### config.mk
export PLATFORM = sky130hd
export DESIGN_NAME = execute_writeback_flat
export DESIGN_NICKNAME = d
export VERILOG_FILES = /design/src/rtl/execute_writeback_if.sv /design/src/rtl/execute_writeback.sv /design/src/flat_wrapper.sv
export SDC_FILE = /design/constraint.sdc
export NUM_CORES = 1
export LEC_CHECK = 0
export BUFFER_PORTS_ARGS = -buffer_cell sky130_fd_sc_hd__buf_2
export CAP_MARGIN = 40
export CORE_MARGIN = 10
export CORE_UTILIZATION = 28
export DETAILED_ROUTE_END_ITERATION = 10
export SYNTH_ARGS = -nofsm -noshare
export SYNTH_HDL_FRONTEND = slang
export SYNTH_SLANG_ARGS = --single-unit
### constraint.sdc
create_clock -name clk -period 2.1 [get_ports clk]
set_input_delay 0.42 -clock clk [delete_from_list [all_inputs] [get_ports clk]]
set_output_delay 0.42 -clock clk [all_outputs]
set_load 0.05 [all_outputs]
### src/rtl/execute_writeback_if.sv
// rtl/execute_writeback_if.sv - issue, execute-result and register-file write bundle for the writeback stage
interface execute_writeback_if #(
    parameter int NUM_UNITS = 4
);
    logic                    flush;
    logic                    read_valid;
    logic [4:0]              decode_rd;
    logic                    decode_rd_write;
    logic [NUM_UNITS-1:0]    exec_processing;
    logic [NUM_UNITS-1:0]    exec_valid;
    logic [NUM_UNITS*32-1:0] exec_rd_val;

    logic                    busy;
    logic                    rf_write_en;
    logic [4:0]              rf_write_addr;
    logic [31:0]             rf_write_val;
    logic                    retire;
    logic                    err_timeout;
    logic                    err_multi;
    logic                    err_issue_busy;

    modport master (
        output flush, read_valid, decode_rd, decode_rd_write,
               exec_processing, exec_valid, exec_rd_val,
        input  busy, rf_write_en, rf_write_addr, rf_write_val,
               retire, err_timeout, err_multi, err_issue_busy
    );

    modport slave (
        input  flush, read_valid, decode_rd, decode_rd_write,
               exec_processing, exec_valid, exec_rd_val,
        output busy, rf_write_en, rf_write_addr, rf_write_val,
               retire, err_timeout, err_multi, err_issue_busy
    );
endinterface

### src/rtl/execute_writeback.sv
// rtl/execute_writeback.sv - waits for an execute unit to finish and issues one registered register-file write
module execute_writeback #(
    parameter int NUM_UNITS = 4,
    parameter int TIMEOUT   = 64
) (
    input  logic              clk,
    input  logic              reset,
    execute_writeback_if.slave wb
);

    localparam int CNT_W = (TIMEOUT > 2) ? $clog2(TIMEOUT) : 1;
    localparam logic [CNT_W-1:0] CNT_MAX = CNT_W'(TIMEOUT - 1);

    localparam logic [0:0] ST_IDLE = 1'b0;
    localparam logic [0:0] ST_WAIT = 1'b1;

    logic [0:0]       state_q, state_d;
    logic [CNT_W-1:0] cnt_q, cnt_d;
    logic [4:0]       rd_q, rd_d;
    logic             rd_wr_q, rd_wr_d;

    logic             retire_q, retire_d;
    logic             wen_q, wen_d;
    logic [4:0]       addr_q, addr_d;
    logic [31:0]      val_q, val_d;

    logic             err_timeout_q, err_timeout_d;
    logic             err_multi_q, err_multi_d;
    logic             err_issue_busy_q, err_issue_busy_d;

    logic             in_wait;
    logic             issue;
    logic             hit;
    logic             multi;
    logic [31:0]      sel_val;
    logic [4:0]       tgt_rd;
    logic             tgt_wr;

    assign in_wait = (state_q == ST_WAIT);
    assign issue   = wb.read_valid && !in_wait;
    assign hit     = (|wb.exec_valid) && (issue || in_wait);
    // Clearing the lowest set bit leaves something only if two or more units reported.
    assign multi   = (wb.exec_valid & (wb.exec_valid - NUM_UNITS'(1))) != '0;

    // A single-cycle op retires against the instruction on the decode bus, not the latched copy.
    assign tgt_rd  = in_wait ? rd_q    : wb.decode_rd;
    assign tgt_wr  = in_wait ? rd_wr_q : wb.decode_rd_write;

    always_comb begin
        sel_val = '0;
        for (int i = NUM_UNITS - 1; i >= 0; i--) begin
            if (wb.exec_valid[i]) begin
                sel_val = wb.exec_rd_val[32*i +: 32];
            end
        end
    end

    always_comb begin
        state_d          = state_q;
        cnt_d            = cnt_q;
        rd_d             = rd_q;
        rd_wr_d          = rd_wr_q;
        retire_d         = 1'b0;
        wen_d            = 1'b0;
        addr_d           = addr_q;
        val_d            = val_q;
        err_timeout_d    = err_timeout_q;
        err_multi_d      = err_multi_q;
        err_issue_busy_d = err_issue_busy_q;

        if (hit && multi) begin
            err_multi_d = 1'b1;
        end
        if (wb.read_valid && in_wait) begin
            err_issue_busy_d = 1'b1;
        end

        if (hit && !wb.flush) begin
            retire_d = 1'b1;
            if (tgt_wr && (tgt_rd != 5'd0)) begin
                wen_d  = 1'b1;
                addr_d = tgt_rd;
                val_d  = sel_val;
            end
        end

        if (wb.flush) begin
            state_d = ST_IDLE;
            cnt_d   = '0;
        end else begin
            case (state_q)
                ST_IDLE: begin
                    if (issue && !hit) begin
                        state_d = ST_WAIT;
                        rd_d    = wb.decode_rd;
                        rd_wr_d = wb.decode_rd_write;
                        cnt_d   = '0;
                    end
                end
                ST_WAIT: begin
                    if (hit) begin
                        state_d = ST_IDLE;
                    end else if (|wb.exec_processing) begin
                        cnt_d = '0;
                    end else if (cnt_q == CNT_MAX) begin
                        // No unit has claimed the instruction for too long: abandon it without a write.
                        state_d       = ST_IDLE;
                        cnt_d         = '0;
                        err_timeout_d = 1'b1;
                    end else begin
                        cnt_d = cnt_q + CNT_W'(1);
                    end
                end
                default: begin
                    state_d = ST_IDLE;
                    cnt_d   = '0;
                end
            endcase
        end
    end

    always_ff @(posedge clk or posedge reset) begin
        if (reset) begin
            state_q          <= ST_IDLE;
            cnt_q            <= '0;
            rd_q             <= '0;
            rd_wr_q          <= 1'b0;
            retire_q         <= 1'b0;
            wen_q            <= 1'b0;
            addr_q           <= '0;
            val_q            <= '0;
            err_timeout_q    <= 1'b0;
            err_multi_q      <= 1'b0;
            err_issue_busy_q <= 1'b0;
        end else begin
            state_q          <= state_d;
            cnt_q            <= cnt_d;
            rd_q             <= rd_d;
            rd_wr_q          <= rd_wr_d;
            retire_q         <= retire_d;
            wen_q            <= wen_d;
            addr_q           <= addr_d;
            val_q            <= val_d;
            err_timeout_q    <= err_timeout_d;
            err_multi_q      <= err_multi_d;
            err_issue_busy_q <= err_issue_busy_d;
        end
    end

    assign wb.busy           = in_wait;
    assign wb.retire         = retire_q;
    assign wb.rf_write_en    = wen_q;
    assign wb.rf_write_addr  = addr_q;
    assign wb.rf_write_val   = val_q;
    assign wb.err_timeout    = err_timeout_q;
    assign wb.err_multi      = err_multi_q;
    assign wb.err_issue_busy = err_issue_busy_q;

endmodule

### src/flat_wrapper.sv
// flat-port wrapper written by rule: the top's interface ports become plain ports
module execute_writeback_flat 
#(
    parameter int NUM_UNITS = 4,
    parameter int TIMEOUT   = 64
)
  (clk, reset, wb_flush, wb_read_valid, wb_decode_rd, wb_decode_rd_write, wb_exec_processing, wb_exec_valid, wb_exec_rd_val, wb_busy, wb_rf_write_en, wb_rf_write_addr, wb_rf_write_val, wb_retire, wb_err_timeout, wb_err_multi, wb_err_issue_busy);
  execute_writeback_if #(.NUM_UNITS(NUM_UNITS)) wb_i ();
  input  logic clk;
  input  logic reset;
  input wire logic [$bits(wb_i.flush)-1:0] wb_flush;
  input wire logic [$bits(wb_i.read_valid)-1:0] wb_read_valid;
  input wire logic [$bits(wb_i.decode_rd)-1:0] wb_decode_rd;
  input wire logic [$bits(wb_i.decode_rd_write)-1:0] wb_decode_rd_write;
  input wire logic [$bits(wb_i.exec_processing)-1:0] wb_exec_processing;
  input wire logic [$bits(wb_i.exec_valid)-1:0] wb_exec_valid;
  input wire logic [$bits(wb_i.exec_rd_val)-1:0] wb_exec_rd_val;
  output wire logic [$bits(wb_i.busy)-1:0] wb_busy;
  output wire logic [$bits(wb_i.rf_write_en)-1:0] wb_rf_write_en;
  output wire logic [$bits(wb_i.rf_write_addr)-1:0] wb_rf_write_addr;
  output wire logic [$bits(wb_i.rf_write_val)-1:0] wb_rf_write_val;
  output wire logic [$bits(wb_i.retire)-1:0] wb_retire;
  output wire logic [$bits(wb_i.err_timeout)-1:0] wb_err_timeout;
  output wire logic [$bits(wb_i.err_multi)-1:0] wb_err_multi;
  output wire logic [$bits(wb_i.err_issue_busy)-1:0] wb_err_issue_busy;
  assign wb_i.flush = wb_flush;
  assign wb_i.read_valid = wb_read_valid;
  assign wb_i.decode_rd = wb_decode_rd;
  assign wb_i.decode_rd_write = wb_decode_rd_write;
  assign wb_i.exec_processing = wb_exec_processing;
  assign wb_i.exec_valid = wb_exec_valid;
  assign wb_i.exec_rd_val = wb_exec_rd_val;
  assign wb_busy = wb_i.busy;
  assign wb_rf_write_en = wb_i.rf_write_en;
  assign wb_rf_write_addr = wb_i.rf_write_addr;
  assign wb_rf_write_val = wb_i.rf_write_val;
  assign wb_retire = wb_i.retire;
  assign wb_err_timeout = wb_i.err_timeout;
  assign wb_err_multi = wb_i.err_multi;
  assign wb_err_issue_busy = wb_i.err_issue_busy;
  execute_writeback #(.NUM_UNITS(NUM_UNITS), .TIMEOUT(TIMEOUT)) u_core (.clk(clk), .reset(reset), .wb(wb_i));
endmodule
==> flow_metrics.py <==
metrics = {
    "sta": {
        "rsz0062_at_grt": "false",
        "period_needed_ns": 1.89,
        "worst_pin_slew_ns": 0.650,
        "hold_viol": 0,
        "finalCritPeriodShare": 0.900,
        "slew_violations": 0,
        "timing.setup.tns_ns": 0,
        "setup_viol": 0,
        "relSlewSlack": 0.567,
        "clock.fmax_mhz": 529,
        "finalClockSkew_ns": 0.00939,
    },
    "power": {
        "p_leak_nw": 2.21,
        "ir_drop_uv": 511,
        "cellPowerDensity_nw_per_um2": 848,
    },
    "route": {
        "via_count": 3228,
        "first_pass_iters": 6,
        "vias_per_cell": 5.00,
        "drt_wl_total_um": 11400,
        "wl_per_cell_um": 17.7,
        "postRouteAntennaNets": 0,
        "initialDrtViolationCount": 113,
        "drc_errors": 0,
    },
    "yosys": {
        "syn_area_sq_um": 3290,
        "ys_top_cells_by_area": "dfrtp_1 (42%), mux2_2 (16%), a221oi_1 (8.2%)",
        "async_flop_share": 1.00,
        "ys_warn_count": 0,
        "yosysMostFrequentCell": "dfrtp_1",
        "synth-main-ff-cell": "dfrtp_1",
        "syn_avg_cell_area_sq_um": 10.3,
        "syn-instance-count": 319,
        "synth.top_cells.by_count": "dfrtp_1 (55), mux2_2 (47), nand2_1 (37)",
        "synth_seq_cells": 55,
        "post-synth-top-area-cell": "dfrtp_1",
        "synth-edff-count": 0,
        "syn_nets": 466,
        "ys_seq_area_frac": 0.418,
        "yosys.area.top_type_share": 0.418,
        "ys_types": 39,
    },
    "clocking": {
        "ctsHoldBuffers": 0,
        "clk_pin_slew_ns": 0.07,
        "htreeDepth": 2,
        "cts_tree": "built",
        "ctsResizeCount": 0,
        "cts_buffer_depth": 2,
        "post_cts_buffers": 0,
        "numCtsBuffers": 5,
        "cts_root_buf": "clkbuf_16",
        "clock_latency_ns": 0.29,
        "cts.sinks": 55,
    },
    "final_layout": {
        "nets": 649,
        "synthToLayoutAreaGrowth_pct": 40.6,
        "drive_gt1_frac": 0.535,
        "antenna_cells": 0,
        "fin_cells": 646,
    },
    "floorplan": {
        "core_area_sq_um": 11500,
        "dieArea_sq_um": 16500,
        "io_pins": 189,
        "start_util": 0.287,
        "num_rows": 39,
        "die_x_um": 128,
        "die_h_um": 128,
    },
    "global_routing": {
        "grt_pass1_wl_um": 18200,
        "grtUsageTotal": 0.132,
        "overflow": 0,
        "grt_pass1_vias": 3573,
        "grt_max_degree": 67,
        "antenna_found_initial": 0,
    },
    "worst_setup_path": {
        "worst_ep_arrival_time_ns": 2.11,
        "critPathMaxFanout": 5,
        "worst_ep_required_time_ns": 2.32,
        "cp-start-kind": "flip-flop",
        "cp-end-kind": "flip-flop",
        "criticalPathCategory": "reg2reg",
    },
    "placed_design": {
        "place_hpwl_um": 9420,
        "place.gp.congestion": 0.798,
        "dp.cells": 638,
        "io_buffers": 188,
    },
    "status": {
        "outcome": "complete, no violations",
    },
    "worst_hold_path": {
        "hp-class": "in2async",
    },
    "run": {
        "maxCapViolCount": 0,
    },
}
## worst max-delay path, stage by stage, from the launching register on
cell	delay [ns]
dfrtp_1	0.42
ha_1	0.25
and3_1	0.22
and3_1	0.24
or4b_1	0.51
a21oi_1	0.16
## cell usage in the layout, fill, tap and decap left out, types with 2 or more instances in the layout
master	n
buf_2	188
dfrtp_1	54
mux2_2	47
nand2_1	37
o31ai_1	32
a221oi_1	31
nor2b_1	31
buf_4	14
a21oi_1	8
clkbuf_16	5
nor4_1	4
o21ai_0	4
inv_1	4
nor2_1	4
nor3_1	3
or4_1	3
and3_1	2
or3b_2	2
nand3_1	2
nand3b_1	2
a22o_1	2
bufinv_16	2
buf_12	2
## flip-flops by register name (all words and copies together), names as in the netlist
| signal | count |
|---|---|
| u_core.wb.rf_write_val | 32 |
| u_core.cnt_q | 6 |
| u_core.rd_q | 5 |
| u_core.wb.rf_write_addr | 5 |
| u_core.rd_wr_q | 1 |
| u_core.wb.busy | 1 |
| u_core.wb.err_issue_busy | 1 |
| u_core.wb.err_multi | 1 |
| u_core.wb.err_timeout | 1 |
| u_core.wb.retire | 1 |
| u_core.wb.rf_write_en | 1 |
## layer usage
metal / GRT usage / vias up / share of wire
met1: 0.154 / 1516 / 0.41
met3: 0.0530 / 10 / 0.092
met2: 0.224 / 133 / 0.49
met5: 0 / - / 0
li1: - / 1569 / -
met4: 0.0298 / 0 / 0.0098
## final timing paths
check / from / endpoint / slack, ns / cells after the start
min in group clk: wb_decode_rd_write / u_core.rd_wr_q / 0.37 / 2
worst min-delay path: reset / u_core.wb.rf_write_val[24] / 0.15 / 2
worst max register to register: u_core.cnt_q[0] / u_core.cnt_q[1] / 0.21 / 5
max in group asynchronous: reset / u_core.wb.rf_write_val[9] / 1.38 / 3
worst max-delay path: u_core.cnt_q[0] / u_core.cnt_q[1] / 0.21 / 5
worst min register to register: u_core.wb.err_issue_busy / u_core.wb.err_issue_busy / 0.47 / 1
## metrics by stage
stage	instance area (sq um)	utilization	hold WS (ns)	setup slack, ns	power [W]
CTS	4630	0.404	0.175	0.190	0.00398
global placement	4440	0.388	0.435	-0.0388	0.00288
finish	4630	0.404	0.151	0.209	0.00393
global route	4630	0.404	0.197	0.0958	0.00412
floorplan	3300	-	0.480	0.111	0.00242
detailed placement	4440	0.388	0.454	-0.0716	0.00291
## report_power, final
| group | total (W) | internal, W | switching [W] |
|---|---|---|---|
| sequential | 0.00137 | 0.00127 | 0.000105 |
| combinational | 0.00150 | 0.000476 | 0.00103 |
| clock | 0.00106 | 0.000684 | 0.000374 |
## logic make-up (layout without fill, tap and decap cells)
kind of cell / after synthesis / after routing / synth area share
adder cells (fa/ha/maj): 2 / 2 / 0.00684
AND/OR/NAND/NOR: 97 / 97 / 0.168
buffers and inverters: 33 / 217 / 0.0448
AO/OA/AOI/OAI: 84 / 84 / 0.199
multiplexers: 48 / 48 / 0.164
flip-flops: 55 / 55 / 0.418
## final cells by class
type | instances | area [sq um]
inverter | 5 | 18.8
clock buffer | 6 | 129
sequential | 55 | 1380
fill | 1129 | 6830
timing repair buffer | 204 | 1090
multi-input combinational | 231 | 1780
tap | 143 | 179
clock inverter | 2 | 60.1
Power figures use the tool's default switching activity.
